--- config.mk ---
export PLATFORM = sky130hd
export DESIGN_NAME = pcs_tx_frame_gen
export DESIGN_NICKNAME = d
export VERILOG_FILES = /design/src/rtl/pcs_tx_frame_gen.sv
export SDC_FILE = /design/constraint.sdc
export NUM_CORES = 1
export LEC_CHECK = 0
export CORE_ASPECT_RATIO = 2
export CORE_MARGIN = 2
export CORE_UTILIZATION = 45
export DETAILED_ROUTE_END_ITERATION = 10
export DONT_BUFFER_PORTS = 1
export GPL_TIMING_DRIVEN = 0
export PLACE_DENSITY = 0.58
export SLEW_MARGIN = 20
export SYNTH_ARGS = -nofsm -noshare
export SYNTH_HDL_FRONTEND = slang
export SYNTH_SLANG_ARGS = --single-unit
export TNS_END_PERCENT = 100
--- constraint.sdc ---
create_clock -name clk -period 14.02 [get_ports clk]
set_input_delay 1.402 -clock clk [delete_from_list [all_inputs] [get_ports clk]]
set_output_delay 1.402 -clock clk [all_outputs]
set_load 0.02 [all_outputs]
--- src/rtl/pcs_tx_frame_gen.sv ---
`default_nettype none
// ============================================================================
// Module   : pcs_tx_frame_gen
// Brief    : Bring-up frame source for pcs_tx: preamble, incrementing payload
//            and terminate words, separated by a programmable idle gap.
// Revision : 1.0
// ============================================================================
module pcs_tx_frame_gen #(
   parameter int IS_10G      = 1,
   parameter int DATA_W      = 64,
   parameter int KEEP_W      = DATA_W / 8,
   parameter int LANE0_CNT_N = (IS_10G != 0) ? 2 : 1,
   parameter int LEN_W       = 14,
   parameter int IPG_W       = 8
) (
   input  logic                   clk,
   input  logic                   nreset,
   input  logic                   en_i,
   input  logic [LEN_W-1:0]       len_i,
   input  logic [IPG_W-1:0]       ipg_i,
   input  logic                   err_inj_i,
   input  logic                   ready_i,
   output logic                   ctrl_v_o,
   output logic                   idle_v_o,
   output logic [LANE0_CNT_N-1:0] start_v_o,
   output logic                   term_v_o,
   output logic                   err_v_o,
   output logic [KEEP_W-1:0]      keep_o,
   output logic [DATA_W-1:0]      data_o,
   output logic                   busy_o,
   output logic [31:0]            frame_cnt_o
);

   localparam logic [DATA_W-1:0] c_PREAMBLE = DATA_W'(64'hD555_5555_5555_55FB);
   localparam logic [LEN_W-1:0]  c_MIN_LEN  = LEN_W'(8);
   localparam logic [LEN_W-1:0]  c_BPW      = LEN_W'(KEEP_W);
   localparam logic [IPG_W-1:0]  c_GAP_MAX  = '1;

   typedef enum logic [1:0] {
      S_IDLE  = 2'd0,
      S_START = 2'd1,
      S_DATA  = 2'd2,
      S_TERM  = 2'd3
   } state_t;

   state_t           r_state, w_state_nxt;
   logic [IPG_W-1:0] r_gap, w_gap_nxt, w_gap_inc, w_gap_min;
   logic [LEN_W-1:0] r_len, w_len_nxt;
   logic [LEN_W-1:0] r_bcnt, w_bcnt_nxt, w_rem;
   logic             r_err, w_err_nxt;
   logic [31:0]      w_fcnt_nxt;

   logic                   w_ctrl, w_idle, w_term, w_errv;
   logic [LANE0_CNT_N-1:0] w_start;
   logic [KEEP_W-1:0]      w_keep, w_keep_out;
   logic [DATA_W-1:0]      w_pat, w_mask, w_data;

   // Next state is evaluated as if the current word is accepted; the
   // register stage only takes it when ready_i is high.
   always_comb begin
      w_state_nxt = r_state;
      w_gap_nxt   = r_gap;
      w_len_nxt   = r_len;
      w_err_nxt   = r_err;
      w_bcnt_nxt  = r_bcnt;
      w_fcnt_nxt  = frame_cnt_o;
      w_gap_inc   = (r_gap == c_GAP_MAX) ? r_gap : r_gap + 1'b1;
      w_gap_min   = (ipg_i == '0) ? IPG_W'(1) : ipg_i;
      case (r_state)
         S_IDLE: begin
            w_gap_nxt = w_gap_inc;
            if (en_i && (w_gap_inc >= w_gap_min)) begin
               w_state_nxt = S_START;
               w_gap_nxt   = '0;
            end
         end
         S_START: begin
            w_len_nxt   = (len_i < c_MIN_LEN) ? c_MIN_LEN : len_i;
            w_err_nxt   = err_inj_i;
            w_bcnt_nxt  = '0;
            w_state_nxt = S_DATA;
         end
         S_DATA: begin
            w_bcnt_nxt  = r_bcnt + c_BPW;
            w_state_nxt = ((r_len - w_bcnt_nxt) >= c_BPW) ? S_DATA : S_TERM;
         end
         S_TERM: begin
            w_state_nxt = S_IDLE;
            w_gap_nxt   = '0;
            w_fcnt_nxt  = frame_cnt_o + 32'd1;
         end
         default: w_state_nxt = S_IDLE;
      endcase
   end

   // Word that will be presented once the next state is taken.
   always_comb begin
      w_rem      = w_len_nxt - w_bcnt_nxt;
      w_pat      = '0;
      w_mask     = '0;
      w_keep     = '0;
      for (int i = 0; i < KEEP_W; i++) begin
         w_pat[8*i +: 8]  = 8'(w_bcnt_nxt + LEN_W'(i));
         w_keep[i]        = (LEN_W'(i) < w_rem);
         w_mask[8*i +: 8] = {8{w_keep[i]}};
      end
      w_ctrl     = 1'b1;
      w_idle     = 1'b0;
      w_start    = '0;
      w_term     = 1'b0;
      w_errv     = 1'b0;
      w_keep_out = '0;
      w_data     = '0;
      case (w_state_nxt)
         S_IDLE:  w_idle = 1'b1;
         S_START: begin
            w_start[0] = 1'b1;
            w_data     = c_PREAMBLE;
         end
         S_DATA: begin
            w_ctrl = 1'b0;
            w_data = w_pat;
         end
         S_TERM: begin
            w_term     = 1'b1;
            w_errv     = w_err_nxt;
            w_keep_out = w_keep;
            w_data     = w_pat & w_mask;
         end
         default: w_idle = 1'b1;
      endcase
   end

   always_ff @(posedge clk or negedge nreset) begin
      if (!nreset) begin
         r_state     <= S_IDLE;
         r_gap       <= '0;
         r_len       <= '0;
         r_bcnt      <= '0;
         r_err       <= 1'b0;
         ctrl_v_o    <= 1'b1;
         idle_v_o    <= 1'b1;
         start_v_o   <= '0;
         term_v_o    <= 1'b0;
         err_v_o     <= 1'b0;
         keep_o      <= '0;
         data_o      <= '0;
         busy_o      <= 1'b0;
         frame_cnt_o <= '0;
      end else if (ready_i) begin
         r_state     <= w_state_nxt;
         r_gap       <= w_gap_nxt;
         r_len       <= w_len_nxt;
         r_bcnt      <= w_bcnt_nxt;
         r_err       <= w_err_nxt;
         ctrl_v_o    <= w_ctrl;
         idle_v_o    <= w_idle;
         start_v_o   <= w_start;
         term_v_o    <= w_term;
         err_v_o     <= w_errv;
         keep_o      <= w_keep_out;
         data_o      <= w_data;
         busy_o      <= (w_state_nxt != S_IDLE);
         frame_cnt_o <= w_fcnt_nxt;
      end
   end

endmodule
`default_nettype wire

# Yosys cells after proc, flatten, opt, wreduce, memory -nomap -nowiden
# Index checks and enable logic that the tools add are counted.
# op_classes
add_sub_neg,12
magnitude_cmp,11
n_eq_ne,7
muxes,18
n_bitwise,1
n_reduce_logical,8
# op_table
cell,n
$pmux W64 S3,1
$and A64 B64 Y64,1
$lt A3 B14 Y1 const A,4
$add A32 B1 Y32 const B,1
$add A8 B3 Y8 const B,4
$mux W8,4
$lt A1 B14 Y1 const A,2
$lt A2 B14 Y1 const A,2
$mux W14,2
$pmux W14 S2,1
$sub A14 B14 Y14,2
$add A8 B1 Y8 const B,2
$add A8 B2 Y8 const B,2
$pmux W8 S2,1
$add A14 B4 Y14 const B,1
$ge A14 B4 Y1 const B,1
$lt A14 B4 Y1 const B,1
$eq A2 B2 Y1 const B,4
$eq A8 B8 Y1 const B,1
$ge A8 B8 Y1,1
$logic_not A8 Y1,1
$pmux W2 S4,1
$mux W1,7
$eq A2 B1 Y1 const B,2
5 further kinds,8
# word_totals
regBits,149
inputBits,27
out_inout_bits,111

# Depth between registers and ports, before layout
# Gate-level depths: netlist of run 1.
# logic_depth
ltp_word,8
mapped_depth,20
ltp_nobuf,17

# Worst setup path after synthesis of run 1
# No wires, ideal clock.
# synth_path
path_type,input-to-reg
start,input port len_i[11]
end,register data_o[44]
setup_ns,0.127
arrival_time_ns,4.564
required_ns,13.893
slack_ns,9.329
path_stages,15
n_path_buf,1
path_cell_list,nor4_1 a31oi_1 a22oi_1 inv_1 ha_1 nor2b_1 o2111ai_1 a21oi_1 or3_1 a211o_1 nor4_4 o2111ai_4 buf_6 o311ai_4 a21oi_1
# synth_via
elab_chain_len,7
# synth_rtl
element,line,rtl
start: declaration,19,"input logic [LEN_W-1:0] len_i,"
$lt A14 B4 Y1,78,w_len_nxt = (len_i < c_MIN_LEN) ? c_MIN_LEN : len_i;
$mux W14,78,
$mux W14,69,case (r_state)
via w_len_nxt[1],48,"logic [LEN_W-1:0] r_len, w_len_nxt;"
$sub A14 B14 Y14,98,w_rem = w_len_nxt - w_bcnt_nxt;
$lt A3 B14 Y1,104,w_keep[i] = (LEN_W'(i) < w_rem);
$and A64 B64 Y64,128,w_data = w_pat & w_mask;
$pmux W64 S3,114,case (w_state_nxt)
end signal: assignment,162,data_o <= w_data;
end: declaration,29,"output logic [DATA_W-1:0] data_o,"
# The timed path passes the listed nets, and every way through them passes these cells.
# A chain may end at the register's enable or synchronous reset.

# Worst setup path in the final report of run 1
# layout_path
start,register r_state[0]
end,register data_o[38]
# layout_rtl
element,line,rtl
start: declaration,46,"state_t r_state, w_state_nxt;"
start signal: assignment,151,r_state <= w_state_nxt;
"$eq A2 B2 Y1, or another cell as far along",69,
$pmux W2 S4 (*),69,
via w_state_nxt[1],46,
$eq A2 B2 Y1 or $eq A2 B1 Y1 (tied branches),114,
$pmux W64 S3 (*),114,
# The timed path passes the listed nets; every way through them passes the cells marked *.

==> out/qor.yml, run 1 <==
status:
  status: "finished clean"
cts:
  clock-root-buffer: "clkbuf_16"
  ctsHoldBuffers: 0
  path_clk_slew_ns: 0.07
  cts.repair.resized: 0
  cts_tree: "done"
  cts_setup_buffers: 0
  cts_buffers: 17
  cts.sinks: 149
  htreeDepth: 4
  clkLatencyLatePin_ns: 0.45
  clk_path_buf_depth: 2
critical_path:
  crit_end: "data_o[38]$_DFFE_PN0P_"
  cp-end-kind: "register"
  cp.buffers_inverters: 4
  r2r_cells: 18
  max_stage_delay_ns: 0.80
  path_delay_family: "simple AND/OR/NAND/NOR gates"
  cp_cell_sequence: "inv_1 > ha_1 > buf_6 > clkinv_1 > nor2_1 > nand2_1 > o21ai_1 > clkinv_1 > ha_1 > and2_1 > a311oi_1 > a21oi_1 > or3_1 > a211o_1 > nor2_1 > nand4b_2 > nor3_2 > o311ai_0"
  cp_slowest_cell: "nor3_2"
  path_max_fanout: 9
  rrSetupSlack_ns: 8.10
  crit_required_ns: 14.30
  crit_type: "register to register"
  crit_cells: 18
  cp-startpoint: "r_state[0]$_DFFE_PN0P_"
  cp.arrival_ns: 6.20
  rr_endpoint: "data_o[38]$_DFFE_PN0P_"
  rr_startpoint: "r_state[0]$_DFFE_PN0P_"
  startpoint_type: "register"
logic_synthesis:
  ys.flop_type: "dfrtp_1"
  synth_area_leaders: "dfrtp_1, ha_1, xnor2_1, nand2_1, nor2_1"
  synth_nets: 1055
  synth_common_cells: "dfrtp_1, nand2_1, nor2_1"
  ys_warn_count: 0
  synth_top_area_cell: "dfrtp_1"
  netlist_area_um2: 9250
  avgSynthCellArea_um2: 9.47
  netlist.area_leader.share_pct: 39.8
  yosysMostFrequentCell: "dfrtp_1"
  async_reset_ff_share_pct: 100
  synth_edf_count: 0
  synth_cell_types: 88
  synth-seq-area-share_pct: 40.3
  synth_seq_cells: 149
  synth_cells: 977
place:
  place_congestion: 0.941
  io_buffers: 0
  hpwlAfterDp_um: 22400
  dp_cells: 1243
  dpl-instance-area_um2: 9580
timing:
  skew_ns: 0.0167
  fin_crit_sh_pct: 42.3
  rsz0062_at_grt: "false"
  setup_violations: 0
  max_freq_ghz: 0.169
  holdWs_ns: 0.513
  relSlewSlack_pct: 20.2
  slew_viol_final: 0
  fin_crit_ns: 5.92
  tns_ns: 0
  worst_slew_pin_slew_ns: 1.20
  final-hold-violation-count: 0
power_and_ir_drop:
  peakVddDrop_uv: 110
  power_density_nw_per_um2: 181
  p_leak_uw: 0.00421
die:
  core_um2: 20300
  die_y_um: 207
  dieArea_um2: 21800
  dieWidth_um: 105
  io_pins: 138
  rows: 74
  initial_core_util_pct: 45.6
final_layout:
  layout-drive-gt1-share_pct: 9.22
  fin_nets: 1074
  instances_no_fill: 1275
  area_delta_synth_final_pct: 9.60
  diodes: 0
  final_area_um2: 10100
global_routing:
  antenna_found_initial: 0
  grt_pass1_wl_um: 44800
  gr-total-overflow: 0
  grt_max_degree: 150
  grtUsageTotal_pct: 27.6
  grt_pass1_vias: 7764
detailed_routing:
  drt-initial-drc-count: 398
  drt_wl_total_um: 29400
  route.antenna.remaining_nets: 0
  drt_pass1_iterations: 5
  drc_errors: 0
  via_count: 7542
  wl_per_cell_um: 23.0
  viasPerCell: 5.92
min_path:
  hold_class: "register to register"
flow_run:
  drv_cap: 0
-- worst min path at each step --
stage / start / cells past startpoint / endpoint
2_1_floorplan: r_err$_DFFE_PN0P_ / 1 / r_err$_DFFE_PN0P_
3_3_place_gp: r_err$_DFFE_PN0P_ / 1 / r_err$_DFFE_PN0P_
3_5_place_dp: r_err$_DFFE_PN0P_ / 1 / r_err$_DFFE_PN0P_
4_1_cts: r_err$_DFFE_PN0P_ / 1 / r_err$_DFFE_PN0P_
5_1_grt: idle_v_o$_DFFE_PN1P_ / 2 / idle_v_o$_DFFE_PN1P_
6_report: r_err$_DFFE_PN0P_ / 1 / r_err$_DFFE_PN0P_
-- flip-flops by register name (all words and copies together) (netlist names), 2 cells and up --
register and flops:
data_o 64, frame_cnt_o 32, keep_o 8, r_bcnt 14, r_gap 8, r_len 14, r_state 2
-- metrics by stage --
stage               utilization [%]  total power (uW)  setup slack (ns)
floorplan                         -              1210              9.33
global placement               47.3              1400              8.16
detailed placement             47.3              1400              8.21
CTS                            50.0              1850              8.16
global route                   50.0              1950              7.61
finish                         50.0              1840              8.10
-- cells by family after synthesis --
logic type / share of synthesized area (%)
simple gates: 16.9
compound gates: 20.0
flops: 40.3
buf+inv: 5.52
xor+xnor: 8.24
fa+ha+maj: 6.98
mux: 2.04
other cells: 0.0405
-- power by group --
group,switching (uW),internal (uW),total (uW)
clock,200,231,431
sequential,181,523,704
combinational,425,279,704
total,806,1030,1840
-- final cells by class --
| cell class | instances | area (um^2) |
|---|---|---|
| plain buffers | 40 | 263 |
| clock buffers | 18 | 429 |
| clock inverters | 14 | 119 |
| fillers | 1899 | 10100 |
| inverters | 66 | 248 |
| multi-input cells | 722 | 5020 |
| flip-flops and latches | 149 | 3730 |
| well taps | 266 | 333 |
-- layout by cell type (no fill, tap or decap), drive strengths merged, types with 6 or more instances in the layout --
cell type / n
a21o: 11
a21oi: 45
a22o: 8
and3: 14
buf: 19
clkbuf: 38
clkinv: 7
dfrtp: 147
ha: 50
inv: 69
mux2: 15
nand2: 108
nand2b: 11
nand3: 29
nand4: 11
nor2: 92
nor3: 25
nor4: 6
o211ai: 6
o21a: 11
o21ai: 35
o221ai: 24
o2bb2ai: 28
o311ai: 11
o31ai: 6
o32ai: 12
or3: 7
xnor2: 65
xor2: 22
-- layer usage --
layer	routed length, um	track usage (%)	up-vias
met5	0	0	-
met4	1960	19.8	0
met3	1430	5.97	79
met2	16200	52.2	259
met1	9810	25.7	3663
li1	-	-	3541
-- worst register-to-register path, cell delays in order, from the launching register on --
cell,delay (ns)
dfrtp_1,0.41
inv_1,0.10
ha_1,0.30
buf_6,0.13
clkinv_1,0.33
nor2_1,0.29
nand2_1,0.14
o21ai_1,0.29
clkinv_1,0.44
ha_1,0.51
and2_1,0.19
a311oi_1,0.27
a21oi_1,0.12
or3_1,0.31
a211o_1,0.36
nor2_1,0.16
nand4b_2,0.32
nor3_2,0.81
o311ai_0,0.27
No activity file was read; power rests on OpenSTA's default activity.
==> run 2: changes to the inputs <==
==> constraint.sdc (replaced) <==
create_clock -name clk -period 6.05 [get_ports clk]
set_input_delay 0.605 -clock clk [delete_from_list [all_inputs] [get_ports clk]]
set_output_delay 0.605 -clock clk [all_outputs]
set_load 0.02 [all_outputs]
==> run 2 against run 1 <==
Non-clock buffer count grew 6; highest routed layer unchanged; critical path type unchanged; global-route usage is 0.24 points higher; largest power group is now combinational cells; critical path depth is 1 higher; power is 130% higher.
==> out/qor.yml, run 2 (synthesis gave the netlist of run 1 again) <==
status:
  status: "finished clean"
place:
  io_buffers: 0
  hpwlAfterDp_um: 22400
  place_congestion: 0.941
  place_ws_ns: 0.244
cts:
  cts_tree: "done"
  htreeDepth: 4
  cts_buffers: 17
  clk_path_buf_depth: 2
  clock-root-buffer: "clkbuf_16"
  clkLatencyLatePin_ns: 0.46
  path_clk_slew_ns: 0.07
  cts.sinks: 149
critical_path:
  cp.buffers_inverters: 5
  cp-end-kind: "register"
  cp-startpoint: "r_state[0]$_DFFE_PN0P_"
  rr_endpoint: "data_o[30]$_DFFE_PN0P_"
  crit_type: "register to register"
  cp_slowest_cell: "o31ai_4"
  max_stage_delay_ns: 0.55
  crit_end: "data_o[30]$_DFFE_PN0P_"
  rr_startpoint: "r_state[0]$_DFFE_PN0P_"
  crit_required_ns: 6.35
  cp_cell_sequence: "inv_1 > ha_1 > buf_6 > clkinv_1 > nor2_1 > nand2_1 > o21ai_2 > inv_1 > ha_1 > clkbuf_1 > nor2_1 > nand2_1 > a2111oi_0 > o211ai_1 > a211o_1 > nor4_4 > o2111ai_4 > o31ai_4 > o221ai_1"
  cp.arrival_ns: 5.97
  rrSetupSlack_ns: 0.38
  crit_cells: 19
  path_delay_family: "compound AO/OA/AOI/OAI gates"
  r2r_cells: 19
  startpoint_type: "register"
  path_max_fanout: 9
final_layout:
  largest_reg_flops: 64
  fin_nets: 1080
  reg_top3: "data_o: 64 flops, frame_cnt_o: 32 flops"
  regMostFlops: "data_o"
  area_delta_synth_final_pct: 11.0
  diodes: 0
  layout_commonest_cell: "dfrtp_1"
  layout-drive-gt1-share_pct: 9.75
  most-common-layout-cells: "dfrtp_1, nand2_1, nor2_1"
timing:
  skew_ns: 0.0159
  max_freq_ghz: 0.176
  setup_violations: 0
  final-hold-violation-count: 0
  tns_ns: 0
  slew_viol_final: 0
  fin_crit_sh_pct: 93.7
  rsz0062_at_grt: "false"
  fin_ws_ns: 0.380
  fin_crit_ns: 5.67
  relSlewSlack_pct: 20.0
  worst_slew_pin_slew_ns: 1.20
power_and_ir_drop:
  p_clk_share_pct: 23.4
  power.internal_uw: 2400
  comb_power_share_pct: 38.6
  p_leak_uw: 0.00428
  switching_share_pct: 44.1
  power_density_nw_per_um2: 417
  seqPwrFrac_pct: 38.0
  peakVddDrop_uv: 256
  p_switching_uw: 1890
die:
  core_um2: 20300
  io_pins: 138
  dieWidth_um: 105
  die_y_um: 207
  dieArea_um2: 21800
  rows: 74
  initial_core_util_pct: 45.6
detailed_routing:
  drt_wl_total_um: 29700
  drc_errors: 0
  route.antenna.remaining_nets: 0
  drt_pass1_iterations: 5
  viasPerCell: 5.92
  via_count: 7579
  drt-initial-drc-count: 477
  wl_per_cell_um: 23.2
global_routing:
  grt_pass1_vias: 7804
  grtUsageTotal_pct: 27.8
  grt_pass1_wl_um: 45100
  antenna_found_initial: 0
  grt_max_degree: 148
  gr-total-overflow: 0
min_path:
  hold_class: "input pin to async pin"
flow_run:
  drv_cap: 0
-- run 2: changes by cell type in the layout (fill, tap and decap cells not counted) --
cell	delta
buf_16	+1
dlygate4sd3_1	+1
buf_12	+4
clkinv_1	-1
inv_2	+1
nor3_4	+2
nor3_2	-2
-- run 2: layout make-up --
type,count,area [um^2]
fill,1885,10000
multi-input combinational,722,5030
sequential,149,3730
clock buffer,18,429
tap,266,333
buffer,40,263
inverter,66,248
clock inverter,14,119
timing repair buffer,6,118
-- run 2: power by group through the flow --
stage          sequential (uW)  clock, uW  combinational (uW)
5_1_grt                   1650       1070                1830
3_5_place_dp              1650          0                1610
4_1_cts                   1630       1030                1640
2_1_floorplan             1550          0                1250
3_3_place_gp              1650          0                1590
6_report                  1630       1000                1660
-- run 2: what timing repair did --
action / 4_1_cts / 5_1_grt
setup buffers: 0 / 4
setup endpoints to repair: 0 / 44
gates resized for setup: 0 / 3
hold endpoints to repair: 147 / 0
hold buffers: 2 / 0
-- run 2: worst min-delay path by stage --
stage	from	to
after floorplan	nreset	busy_o$_DFFE_PN0P_
after global placement	nreset	r_gap[2]$_DFFE_PN0P_
after detailed placement	nreset	r_gap[1]$_DFFE_PN0P_
after CTS	nreset	r_len[9]$_DFFE_PN0P_
after global routing	nreset	r_len[9]$_DFFE_PN0P_
final	nreset	r_gap[2]$_DFFE_PN0P_
-- run 2: stage by stage --
stage	cell area [um^2]	total power [uW]	cells	utilization, %	hold slack (ns)
CTS	10200	4300	1277	50.2	0.191
global route	10300	4550	1281	50.6	0.209
detailed placement	9580	3250	1243	47.3	0.319
global placement	9580	3240	1243	47.3	0.318
floorplan	9250	2800	977	-	0.309
finish	10300	4290	1281	50.6	0.0481
-- run 2: routing by layer --
metal | part of all wire [%] | vias up | global-route usage, %
met4 | 7.3 | 0 | 20.9
met1 | 34 | 3718 | 25.9
met2 | 55 | 226 | 52.1
met3 | 4.3 | 84 | 6.15
li1 | - | 3551 | -
met5 | 0 | - | 0
==> run 3: changes to the inputs <==
--- a/config.mk
+++ b/config.mk
@@ -12,6 +12,8 @@
 export DONT_BUFFER_PORTS = 1
 export GPL_TIMING_DRIVEN = 0
 export PLACE_DENSITY = 0.58
+export SETUP_SLACK_MARGIN = 0.4
+export SKIP_LAST_GASP = 1
 export SLEW_MARGIN = 20
 export SYNTH_ARGS = -nofsm -noshare
 export SYNTH_HDL_FRONTEND = slang
==> run 3 against run 2 <==
Via count decreased by 0.12%; critical path type unchanged; global-route usage increased by 0.081 points; largest cell class unchanged; sequential share of layout area decreased by 0.26 points; fmax increased by 5.6%; clock skew decreased by 0.00061 ns; cell area increased by 0.71%; sequential cell count unchanged; clock power about the same; cell count increased by 0.16%.
==> out/qor.yml, run 3 (synthesis gave the netlist of run 1 again) <==
timing:
  tns_ns: 0
  fin_crit_ns: 5.37
  rsz0062_at_grt: "false"
  final-hold-violation-count: 0
  relSlewSlack_pct: 28.8
  skew_ns: 0.0153
  slew_viol_final: 0
  fin_ws_ns: 0.680
  holdWs_ns: 0.0510
  worst_slew_pin_slew_ns: 1.06
  setup_violations: 0
  max_freq_ghz: 0.186
  fin_crit_sh_pct: 88.8
global_routing:
  gr-total-overflow: 0
  antenna_found_initial: 0
  grt_max_degree: 148
  grt_pass1_vias: 7839
  grtUsageTotal_pct: 27.9
  grt_pass1_wl_um: 45200
die:
  rows: 74
  dieWidth_um: 105
  die_y_um: 207
  dieArea_um2: 21800
  io_pins: 138
  initial_core_util_pct: 45.6
  core_um2: 20300
critical_path:
  crit_required_ns: 6.36
  cp.buffers_inverters: 2
  startpoint_type: "register"
  rr_startpoint: "r_state[0]$_DFFE_PN0P_"
  path_delay_family: "compound AO/OA/AOI/OAI gates"
  cp-end-kind: "register"
  cp-startpoint: "r_state[0]$_DFFE_PN0P_"
  cp_cell_sequence: "inv_1 > ha_1 > buf_6 > nand2_1 > nor2_1 > a21oi_1 > ha_1 > nand2b_1 > nand2_1 > a2111oi_0 > o211ai_1 > a211o_1 > nor4_4 > o2111ai_4 > o311ai_0 > a21oi_1"
  path_max_fanout: 9
  rrSetupSlack_ns: 0.68
  crit_type: "register to register"
  cp_slowest_cell: "a21oi_1"
  max_stage_delay_ns: 0.84
  cp.arrival_ns: 5.68
cts:
  clock-root-buffer: "clkbuf_16"
  cts_buffers: 17
  cts_tree: "done"
  clkLatencyLatePin_ns: 0.45
  path_clk_slew_ns: 0.07
  cts.sinks: 149
  clk_path_buf_depth: 2
  htreeDepth: 4
final_layout:
  reg_top3: "data_o: 64 flops, frame_cnt_o: 32 flops"
  largest_reg_flops: 64
  regMostFlops: "data_o"
  fin_nets: 1082
  layout-drive-gt1-share_pct: 10.2
  final_util_pct: 51.0
  layout_commonest_cell: "dfrtp_1"
  diodes: 0
  most-common-layout-cells: "dfrtp_1, nand2_1, nor2_1"
  area_delta_synth_final_pct: 11.8
place:
  place_ws_ns: 0.244
  hpwlAfterDp_um: 22400
  place_congestion: 0.941
  io_buffers: 0
status:
  status: "finished clean"
detailed_routing:
  drt_pass1_iterations: 5
  viasPerCell: 5.90
  drt-initial-drc-count: 465
  via_count: 7570
  route.antenna.remaining_nets: 0
  drt_wl_total_um: 29600
  drc_errors: 0
  wl_per_cell_um: 23.0
power_and_ir_drop:
  p_leak_uw: 0.00431
  power_density_nw_per_um2: 417
  peakVddDrop_uv: 255
  power_uw: 4310
min_path:
  hold_class: "input pin to async pin"
flow_run:
  drv_cap: 0
-- run 3: what timing repair did --
item / 4_1_cts / 5_1_grt
setup endpoints to repair: 21 / 72
hold endpoints to repair: 147 / 0
gates cloned: 0 / 0
setup buffers: 4 / 2
pin swaps: 3 / 2
hold buffers: 2 / 0
gates resized for setup: 3 / 7
-- run 3: worst paths after layout --
kind | to | cells past startpoint
worst min register to register | r_err$_DFFE_PN0P_ | 1
max in group asynchronous | idle_v_o$_DFFE_PN1P_ | 1
min in group clk | r_len[13]$_DFFE_PN0P_ | 1
worst min-delay path | r_gap[2]$_DFFE_PN0P_ | 1
worst max-delay path | data_o[22]$_DFFE_PN0P_ | 16
worst max register to register | data_o[22]$_DFFE_PN0P_ | 16
-- run 3: per-layer routing --
metal | vias to the layer above | GRT usage, % | share of wire [%]
met5 | - | 0 | 0
met4 | 0 | 20.8 | 7.4
met3 | 91 | 6.09 | 4.8
met2 | 241 | 52.2 | 55
met1 | 3680 | 26.1 | 33
li1 | 3558 | - | -
-- run 3: final cells by class --
| cell class | count | area, um^2 |
|---|---|---|
| Sequential cell | 149 | 3730 |
| Multi-Input combinational cell | 722 | 5070 |
| Inverter | 66 | 251 |
| Clock inverter | 14 | 119 |
| Timing Repair Buffer | 8 | 145 |
| Clock buffer | 18 | 429 |
| Tap cell | 266 | 333 |
| Buffer | 40 | 263 |
| Fill cell | 1885 | 9930 |
-- run 3: power breakdown --
part	leakage [uW]	total (uW)	switching [uW]	internal, uW
registers	0.00196	1630	417	1210
logic	0.00208	1680	1020	663
clock network	0.000258	1000	469	534
-- run 3: worst register-to-register path, delay by kind of cell, from the launching register on --
kind	cells	cell delay [ns]
DFF	1	0.41
and+or+nand+nor	5	1.05
AOI/OAI and AO/OA	7	2.76
buffers and inverters	2	0.25
adders and majority gates	2	0.77
-- run 3: metrics by stage --
stage          instance area [um^2]  cells
2_1_floorplan                  9250    977
4_1_cts                       10300   1281
5_1_grt                       10300   1283
6_report                      10300   1283
3_3_place_gp                   9580   1243
3_5_place_dp                   9580   1243
